==> src/rtl/lfsr_gen.sv <==
// Galois LFSR stream generator; optional period-wrap flag via LFSR_PERIOD_CHECK_EN.
// Latency: the first word is valid one cycle after the request is accepted, then one word per handshake.
// Backpressure: with out_rdy low, out_msg and the state hold; the request side stalls until the run completes.
module lfsr_gen #(
  parameter int                nbits = 8,
  parameter logic [nbits-1:0]  TAPS  = 8'hB8,
  parameter int                cbits = 16
) (
  input  logic             clk,
  input  logic             rst,
  input  logic             req_val,
  output logic             req_rdy,
  input  logic [nbits-1:0] req_seed,
  input  logic [cbits-1:0] req_cnt,
  output logic             out_val,
  input  logic             out_rdy,
  output logic [nbits-1:0] out_msg,
  output logic             done,
  output logic             wrap
);

  typedef enum logic [1:0] {IDLE, RUN, DONE} st_t;

  localparam logic [cbits-1:0] CNT_ONE  = {{(cbits-1){1'b0}}, 1'b1};
  localparam logic [nbits-1:0] SEED_ONE = {{(nbits-1){1'b0}}, 1'b1};

  st_t              st, st_nxt;
  logic [nbits-1:0] state_q;
  logic [nbits-1:0] nxt;
  logic [nbits-1:0] seed_eff;
  logic [nbits-1:0] reg_d;
  logic             reg_en;
  logic [cbits-1:0] remaining;
  logic             acc;
  logic             hs;

  assign nxt      = (state_q >> 1) ^ (state_q[0] ? TAPS : '0);
  // An all-zero seed would lock the LFSR at zero forever.
  assign seed_eff = (req_seed == '0) ? SEED_ONE : req_seed;
  assign acc      = req_val && req_rdy;
  assign hs       = out_val && out_rdy;

  always_ff @(posedge clk) begin
    if (rst) st <= IDLE;
    else     st <= st_nxt;
  end

  // Outputs are gated by rst so a run aborts at once and reset values show during reset.
  always_comb begin
    st_nxt  = st;
    req_rdy = 1'b0;
    out_val = 1'b0;
    done    = 1'b0;
    case (st)
      IDLE: begin
        req_rdy = !rst;
        if (req_val && !rst) st_nxt = (req_cnt == '0) ? DONE : RUN;
      end
      RUN: begin
        out_val = !rst;
        if (out_rdy && !rst && remaining == CNT_ONE) st_nxt = DONE;
      end
      DONE: begin
        done   = !rst;
        st_nxt = IDLE;
      end
      default: st_nxt = IDLE;
    endcase
  end

  assign out_msg = out_val ? state_q : '0;

  assign reg_en = acc || hs;
  assign reg_d  = acc ? seed_eff : nxt;

  always_ff @(posedge clk) begin
    if (rst)         state_q <= '0;
    else if (reg_en) state_q <= reg_d;
  end

  always_ff @(posedge clk) begin
    if (rst)                         remaining <= '0;
    else if (acc)                    remaining <= req_cnt;
    else if (hs && remaining != '0)  remaining <= remaining - CNT_ONE;
  end

`ifdef LFSR_PERIOD_CHECK_EN
  logic [nbits-1:0] seed_q;

  always_ff @(posedge clk) begin
    if (rst)      seed_q <= '0;
    else if (acc) seed_q <= seed_eff;
  end

  assign wrap = hs && (nxt == seed_q);
`else
  assign wrap = 1'b0;
`endif

endmodule

==> config.mk <==
export PLATFORM = sky130hd
export DESIGN_NAME = lfsr_gen
export DESIGN_NICKNAME = d
export VERILOG_FILES = /design/src/rtl/lfsr_gen.sv
export SDC_FILE = /design/constraint.sdc
export NUM_CORES = 1
export LEC_CHECK = 0
export CORE_ASPECT_RATIO = 0.8
export CORE_UTILIZATION = 50
export DETAILED_ROUTE_END_ITERATION = 12
export PLACE_DENSITY = 0.89
export SKIP_LAST_GASP = 1
export SYNTH_ARGS = -nofsm -noshare
export SYNTH_HDL_FRONTEND = slang
export SYNTH_SLANG_ARGS = --single-unit
==> constraint.sdc <==
create_clock -name clk -period 5.55 [get_ports clk]
set_input_delay 1.3875 -clock clk [delete_from_list [all_inputs] [get_ports clk]]
set_output_delay 1.3875 -clock clk [all_outputs]
set_load 0.01 [all_outputs]
==> results.json, run 1 <==
{
  "slew-limit-headroom_pct": 31.26,
  "rows": 17,
  "syn_area_per_cell_um2": 7.991,
  "die_w_um": 64.26,
  "reg2reg_from": "st[0]$_SDFFE_PP0P_",
  "rr_endpoint": "remaining[5]$_SDFFE_PP0P_",
  "finalWorstSetupSlack_ns": 0.9630,
  "peakVddDrop_v": 0.0001720,
  "seq_area_um2": 520.5,
  "synth-compound-area-share_pct": 20.10,
  "first_iter_violations": 110,
  "place_ws_ns": 0.8444,
  "wl_per_cell_um": 15.19,
  "numCtsBuffers": 3,
  "die-area_um2": 3329,
  "gp_congestion": 0.8891,
  "synthArstFlopShare_pct": 0,
  "htreeDepth": 1,
  "period_needed_ns": 4.587,
  "setup.worst_path.start": "rst",
  "multi_input_area_um2": 959.7,
  "dp_cells": 256,
  "muxShareOfSynthArea_pct": 2.583,
  "syn_area_um2": 1550,
  "dr.pass1.iters": 4,
  "io_buffers": 38,
  "holdWs_ns": 0.5105,
  "dpl.hpwl_mm": 2.824,
  "synth-simple-area-share_pct": 31.32,
  "antenna_found_initial": 0,
  "rr_worst_depth": 5,
  "synth_ff_type": "dfxtp_1",
  "area_growth_pct": 27.44,
  "fin_nets": 253,
  "synth-edff-count": 0,
  "synth-xor-area-share_pct": 5.650,
  "ys_ff_latch": 26,
  "core-area_um2": 2850,
  "clkTransAtPathRegs_ns": 0.09,
  "crit_end": "out_msg[0]",
  "outcome": "finished, final reports clean",
  "fin_util_pct": 69.32,
  "final_max_slew_viol_count": 0,
  "finalSetupViolations": 0,
  "cap_violations": 0,
  "hold_viol": 0,
  "grt.overflow.total": 0,
  "routed_wl_mm": 3.934,
  "path_max_fanout": 11,
  "vias": 1586,
  "fin_crit_sh_pct": 82.65,
  "grt_max_degree": 34,
  "grt_usage_pct": 24.99,
  "cts_sinks": 26,
  "synth_top_area_share_pct": 33.58,
  "cts_setup_buffers": 0,
  "crit_arrival_ns": 3.20,
  "start_kind": "input pin",
  "clock.fmax_ghz": 0.2180,
  "fp.dieH_um": 51.81,
  "post-synth-top-area-cell": "dfxtp_1",
  "critical_path_class": "in -> out",
  "ant_nets": 0,
  "grt_pass1_wl_mm": 6.389,
  "rsz0062_at_grt": "no",
  "postPlaceCellArea_um2": 1934,
  "synth_top_family_by_area": "simple AND/OR/NAND/NOR gates",
  "p_leak_nw": 0.6814,
  "final_layout_size_suffix_gt1_share_pct": 3.167,
  "cts_tree": "yes",
  "fin_area_um2": 1976,
  "clock-root-buffer": "clkbuf_8",
  "p_per_area_nw_per_um2": 227.8,
  "hold_class": "reg -> reg",
  "viasPerCell": 6.124,
  "worstSkewPairLatency_ns": 0.27,
  "reg2reg_setup_slack_ns": 2.74,
  "synth_fa_ha_area_share_pct": 1.614,
  "synth_area_leaders": "dfxtp_1 (34%), a211oi_1 (5.8%), nor4_1 (5.2%)",
  "critPathRequiredTime_ns": 4.16,
  "start_util_pct": 54.39,
  "postSynthCellCount": 194,
  "ys_types": 45,
  "drc": 0,
  "finalSetupTns_ns": 0,
  "clockBufferDepth": 2,
  "num-fill-cells": 241,
  "end_kind": "output pin",
  "finalNonFillerCells": 259,
  "ys_warn_count": 0,
  "finalPower_mw": 0.4501,
  "ios": 40,
  "seq_area_frac_synth_pct": 33.58,
  "cts_hold_buf": 0,
  "tightest_slew_ns": 1.029,
  "grt_pass1_vias": 1369,
  "ctsResizeCount": 0,
  "synth.net_count": 224,
  "n_antenna_cell": 0,
  "clock_skew_ns": 0.009091
}
-- cells in the mapped netlist (all sizes together), types with 3 or more instances --
cell / instances
or4: 5
clkbuf: 14
a211oi: 12
xnor2: 5
nand2: 16
inv: 3
and2: 8
mux2i: 4
nand2b: 3
o211ai: 4
nor2: 21
a31oi: 3
xor2: 5
nor2b: 3
nor3: 5
dfxtp: 26
nand4: 3
nor4: 13
o21ai: 4
a21oi: 5
-- kinds of logic (layout without fill, tap and decap cells) --
family / count (synthesis) / after routing
AO/OA/AOI/OAI: 43 / 43
XOR/XNOR: 10 / 10
adder cells (fa/ha/maj): 2 / 2
buffers and inverters: 19 / 46
flip-flops: 26 / 26
multiplexers: 4 / 4
other: 1 / 1
AND/OR/NAND/NOR: 89 / 89
-- registers in the layout (all words and copies together), names as in the netlist --
name and cells:
remaining 16, st 2, state_q 8
-- report_power, final --
group          internal [mW]  switching [mW]  total [mW]  leakage [nW]
Clock                 0.0486          0.0570       0.106        0.0216
Sequential             0.203          0.0164       0.220         0.214
Combinational         0.0586          0.0662       0.125         0.446
Total                  0.311           0.140       0.450         0.681
-- per-layer routing --
layer	vias to the layer above	track usage (%)	share of wire, %
met3	2	5.263	7.8
met5	-	0	0
li1	784	-	-
met1	745	36.78	47
met2	55	37.89	45
met4	0	3.704	0.25
-- area by class of cell --
class	count	area share, %
Multi-Input combinational cell	149	48.58
Clock buffer	3	2.090
Timing Repair Buffer	40	20.01
Inverter	3	0.5700
Tap cell	38	2.407
Sequential cell	26	26.35
-- worst min path at each step --
stage          cells after the start                         to                      start
6_report                           2    state_q[0]$_SDFFE_PP0P_    state_q[1]$_SDFFE_PP0P_
4_1_cts                            2    state_q[0]$_SDFFE_PP0P_    state_q[1]$_SDFFE_PP0P_
3_3_place_gp                       2  remaining[5]$_SDFFE_PP0P_  remaining[5]$_SDFFE_PP0P_
5_1_grt                            2    state_q[0]$_SDFFE_PP0P_    state_q[1]$_SDFFE_PP0P_
2_1_floorplan                      1         st[1]$_SDFFE_PP0P_         st[1]$_SDFFE_PP0P_
3_5_place_dp                       2    state_q[0]$_SDFFE_PP0P_    state_q[1]$_SDFFE_PP0P_
-- cells in the final DEF, fill, tap and decap left out, types with 4 or more instances in the layout --
| master | Yosys | routed |
|---|---|---|
| a211oi_1 | 12 | 12 |
| a21oi_1 | 5 | 5 |
| and2_1 | 8 | 8 |
| clkdlybuf4s50_1 | 0 | 38 |
| dfxtp_1 | 26 | 26 |
| mux2i_1 | 4 | 4 |
| nand2_1 | 16 | 16 |
| nor2_1 | 21 | 21 |
| nor3_1 | 5 | 5 |
| nor4_1 | 13 | 13 |
| o211ai_1 | 4 | 4 |
| o21ai_0 | 4 | 4 |
| or4_1 | 5 | 5 |
| xnor2_1 | 5 | 5 |
| xor2_1 | 5 | 5 |
-- critical path, cell delays in order --
cell             delay [ns]
clkdlybuf4s50_1        0.60
nor2_1                 0.47
and2_1                 0.20
clkdlybuf4s50_1        0.54
(Power assumes the default switching activity.)
==> run 2, diff against run 1 <==
CORE_UTILIZATION = 48   (was 50)
PLACE_DENSITY = 0.86   (was 0.89)
clock period = 4.6 ns   (was 5.55 ns; I/O delays follow)
==> run 2 against run 1 <==
Clock power is 77% higher; register-to-register slack worse by 0.72 ns; count of clock-buffer cells in the layout stayed put; non-clock buffer count is 2 higher; final cell count is 1.9% higher; cell area is 2.4% higher; flip-flop and latch count stayed put; worst setup slack worse by 0.17 ns; clock skew is 0.0047 ns lower; core utilization is 3.7 points lower; sequential share of layout area is 0.62 points lower; critical path type unchanged; critical endpoint is now out_msg[5]; largest power group unchanged.
==> results.json, run 2 (synthesized netlist as in run 1, its figures left out) <==
{
  "fp.dieH_um": 52.83,
  "final_max_slew_viol_count": 0,
  "viasPerCell": 6.068,
  "hold_viol": 0,
  "regMostFlops": "remaining",
  "clock-root-buffer": "clkbuf_8",
  "num-fill-cells": 265,
  "vias": 1602,
  "path_max_fanout": 9,
  "finalSetupTns_ns": 0,
  "drc": 0,
  "cts_hold_buf": 0,
  "grt_pass1_vias": 1374,
  "die_w_um": 65.54,
  "ios": 40,
  "layout_common_cells": "clkdlybuf4s50_1 (38), dfxtp_1 (26), nor2_1 (21)",
  "holdPathStages": 2,
  "largest_reg_flops": 16,
  "end_kind": "output pin",
  "critPathRequiredTime_ns": 3.45,
  "htreeDepth": 1,
  "fin_util_pct": 65.57,
  "clockBufferDepth": 2,
  "dr.pass1.iters": 4,
  "peakVddDrop_v": 0.0002259,
  "hold_path_end": "remaining[14]$_SDFFE_PP0P_",
  "finalSetupViolations": 0,
  "area_growth_pct": 30.51,
  "grt_pass1_wl_mm": 6.555,
  "cts_sinks": 26,
  "min_from": "remaining[14]$_SDFFE_PP0P_",
  "rows": 18,
  "hold_class": "reg -> reg",
  "holdWs_ns": 0.5138,
  "rr_endpoint": "remaining[12]$_SDFFE_PP0P_",
  "clock.fmax_ghz": 0.2627,
  "grt_max_degree": 34,
  "layout_commonest_cell": "clkdlybuf4s50_1",
  "final_layout_size_suffix_gt1_share_pct": 4.464,
  "rsz0062_at_grt": "no",
  "crit_arrival_ns": 2.66,
  "path_buf_inv": 2,
  "grt.overflow.total": 0,
  "slowest_stage": "clkdlybuf4s50_1",
  "outcome": "finished, final reports clean",
  "core-area_um2": 3085,
  "clkTransAtPathRegs_ns": 0.09,
  "io_buffers": 38,
  "p_leak_nw": 0.7052,
  "numCtsBuffers": 3,
  "fin_crit_sh_pct": 82.76,
  "period_needed_ns": 3.807,
  "critical_path_class": "in -> out",
  "ctsResizeCount": 0,
  "cap_violations": 0,
  "cpPeakStageDelay_ns": 0.53,
  "reg2reg_from": "remaining[3]$_SDFFE_PP0P_",
  "ant_nets": 0,
  "dpl.hpwl_mm": 2.808,
  "gp_congestion": 0.9001,
  "p_per_area_nw_per_um2": 301.1,
  "finalPower_mw": 0.6091,
  "clock_skew_ns": 0.004363,
  "slew-limit-headroom_pct": 30.46,
  "worstSkewPairLatency_ns": 0.27,
  "antenna_found_initial": 0,
  "start_kind": "input pin",
  "cts_setup_buffers": 0,
  "routed_wl_mm": 4.076,
  "tightest_slew_ns": 1.041,
  "grt_usage_pct": 25.24,
  "cpLargestDelayFamily": "buffers and inverters",
  "fin_nets": 255,
  "wl_per_cell_um": 15.44,
  "n_antenna_cell": 0,
  "reg.largest.list": "remaining: 16 flops, state_q: 8 flops, st: 2 flops",
  "crit_chain": "clkdlybuf4s50_1 -> nor2_1 -> and2_1 -> clkdlybuf4s50_1",
  "die-area_um2": 3462,
  "first_iter_violations": 154,
  "reg2reg_setup_slack_ns": 2.02,
  "path_common_cell": "clkdlybuf4s50_1",
  "rr_worst_depth": 5,
  "cts_tree": "yes",
  "start_util_pct": 50.24
}
-- run 2: per-stage QoR --
step / area, um^2 / instances / setup WS, ns
after global placement: 1952 / 260 / 0.8249
after detailed placement: 1952 / 260 / 0.7748
after global routing: 2023 / 264 / 0.6550
final: 2023 / 264 / 0.7931
after floorplan: 1550 / 194 / 1.365
after CTS: 2023 / 264 / 0.7694
-- run 2: how the worst max path moves through the flow --
stage               depth (start not counted)  start  slack [ns]                    endpoint
CTS                                         4    rst        0.77                  out_msg[5]
global route                                4    rst        0.65                  out_msg[6]
global placement                            4    rst        0.82                  out_msg[0]
floorplan                                   8    rst        1.37  remaining[12]$_SDFFE_PP0P_
finish                                      4    rst        0.79                  out_msg[5]
detailed placement                          4    rst        0.77                  out_msg[5]
-- run 2: area by class of cell --
class	count	area, um^2	area share, %
Multi-Input combinational cell	149	959.7	47.43
Sequential cell	26	520.5	25.73
Timing Repair Buffer	42	410.4	20.28
Tap cell	40	50.05	2.474
Clock buffer	3	41.29	2.041
Clock inverter	1	30.03	1.484
Inverter	3	11.26	0.5566
-- run 2: routing by layer --
metal | global-route usage [%] | wire length (um)
met5 | 0 | 0
met4 | 3.623 | 16
met3 | 5.435 | 269
met2 | 40.21 | 1869
met1 | 35.37 | 1920
-- run 2: report_power, final --
| part | total, mW | internal [mW] | leakage, nW | switching [mW] |
|---|---|---|---|---|
| Clock | 0.188 | 0.116 | 0.0357 | 0.0712 |
| Sequential | 0.266 | 0.245 | 0.214 | 0.0210 |
| Combinational | 0.155 | 0.0715 | 0.456 | 0.0837 |
-- run 2: worst register-to-register path, delay by kind of cell (launching register included) --
family          cells  cell delay, ns
compound gates      1            0.30
flops               1            0.36
simple gates        4            1.87
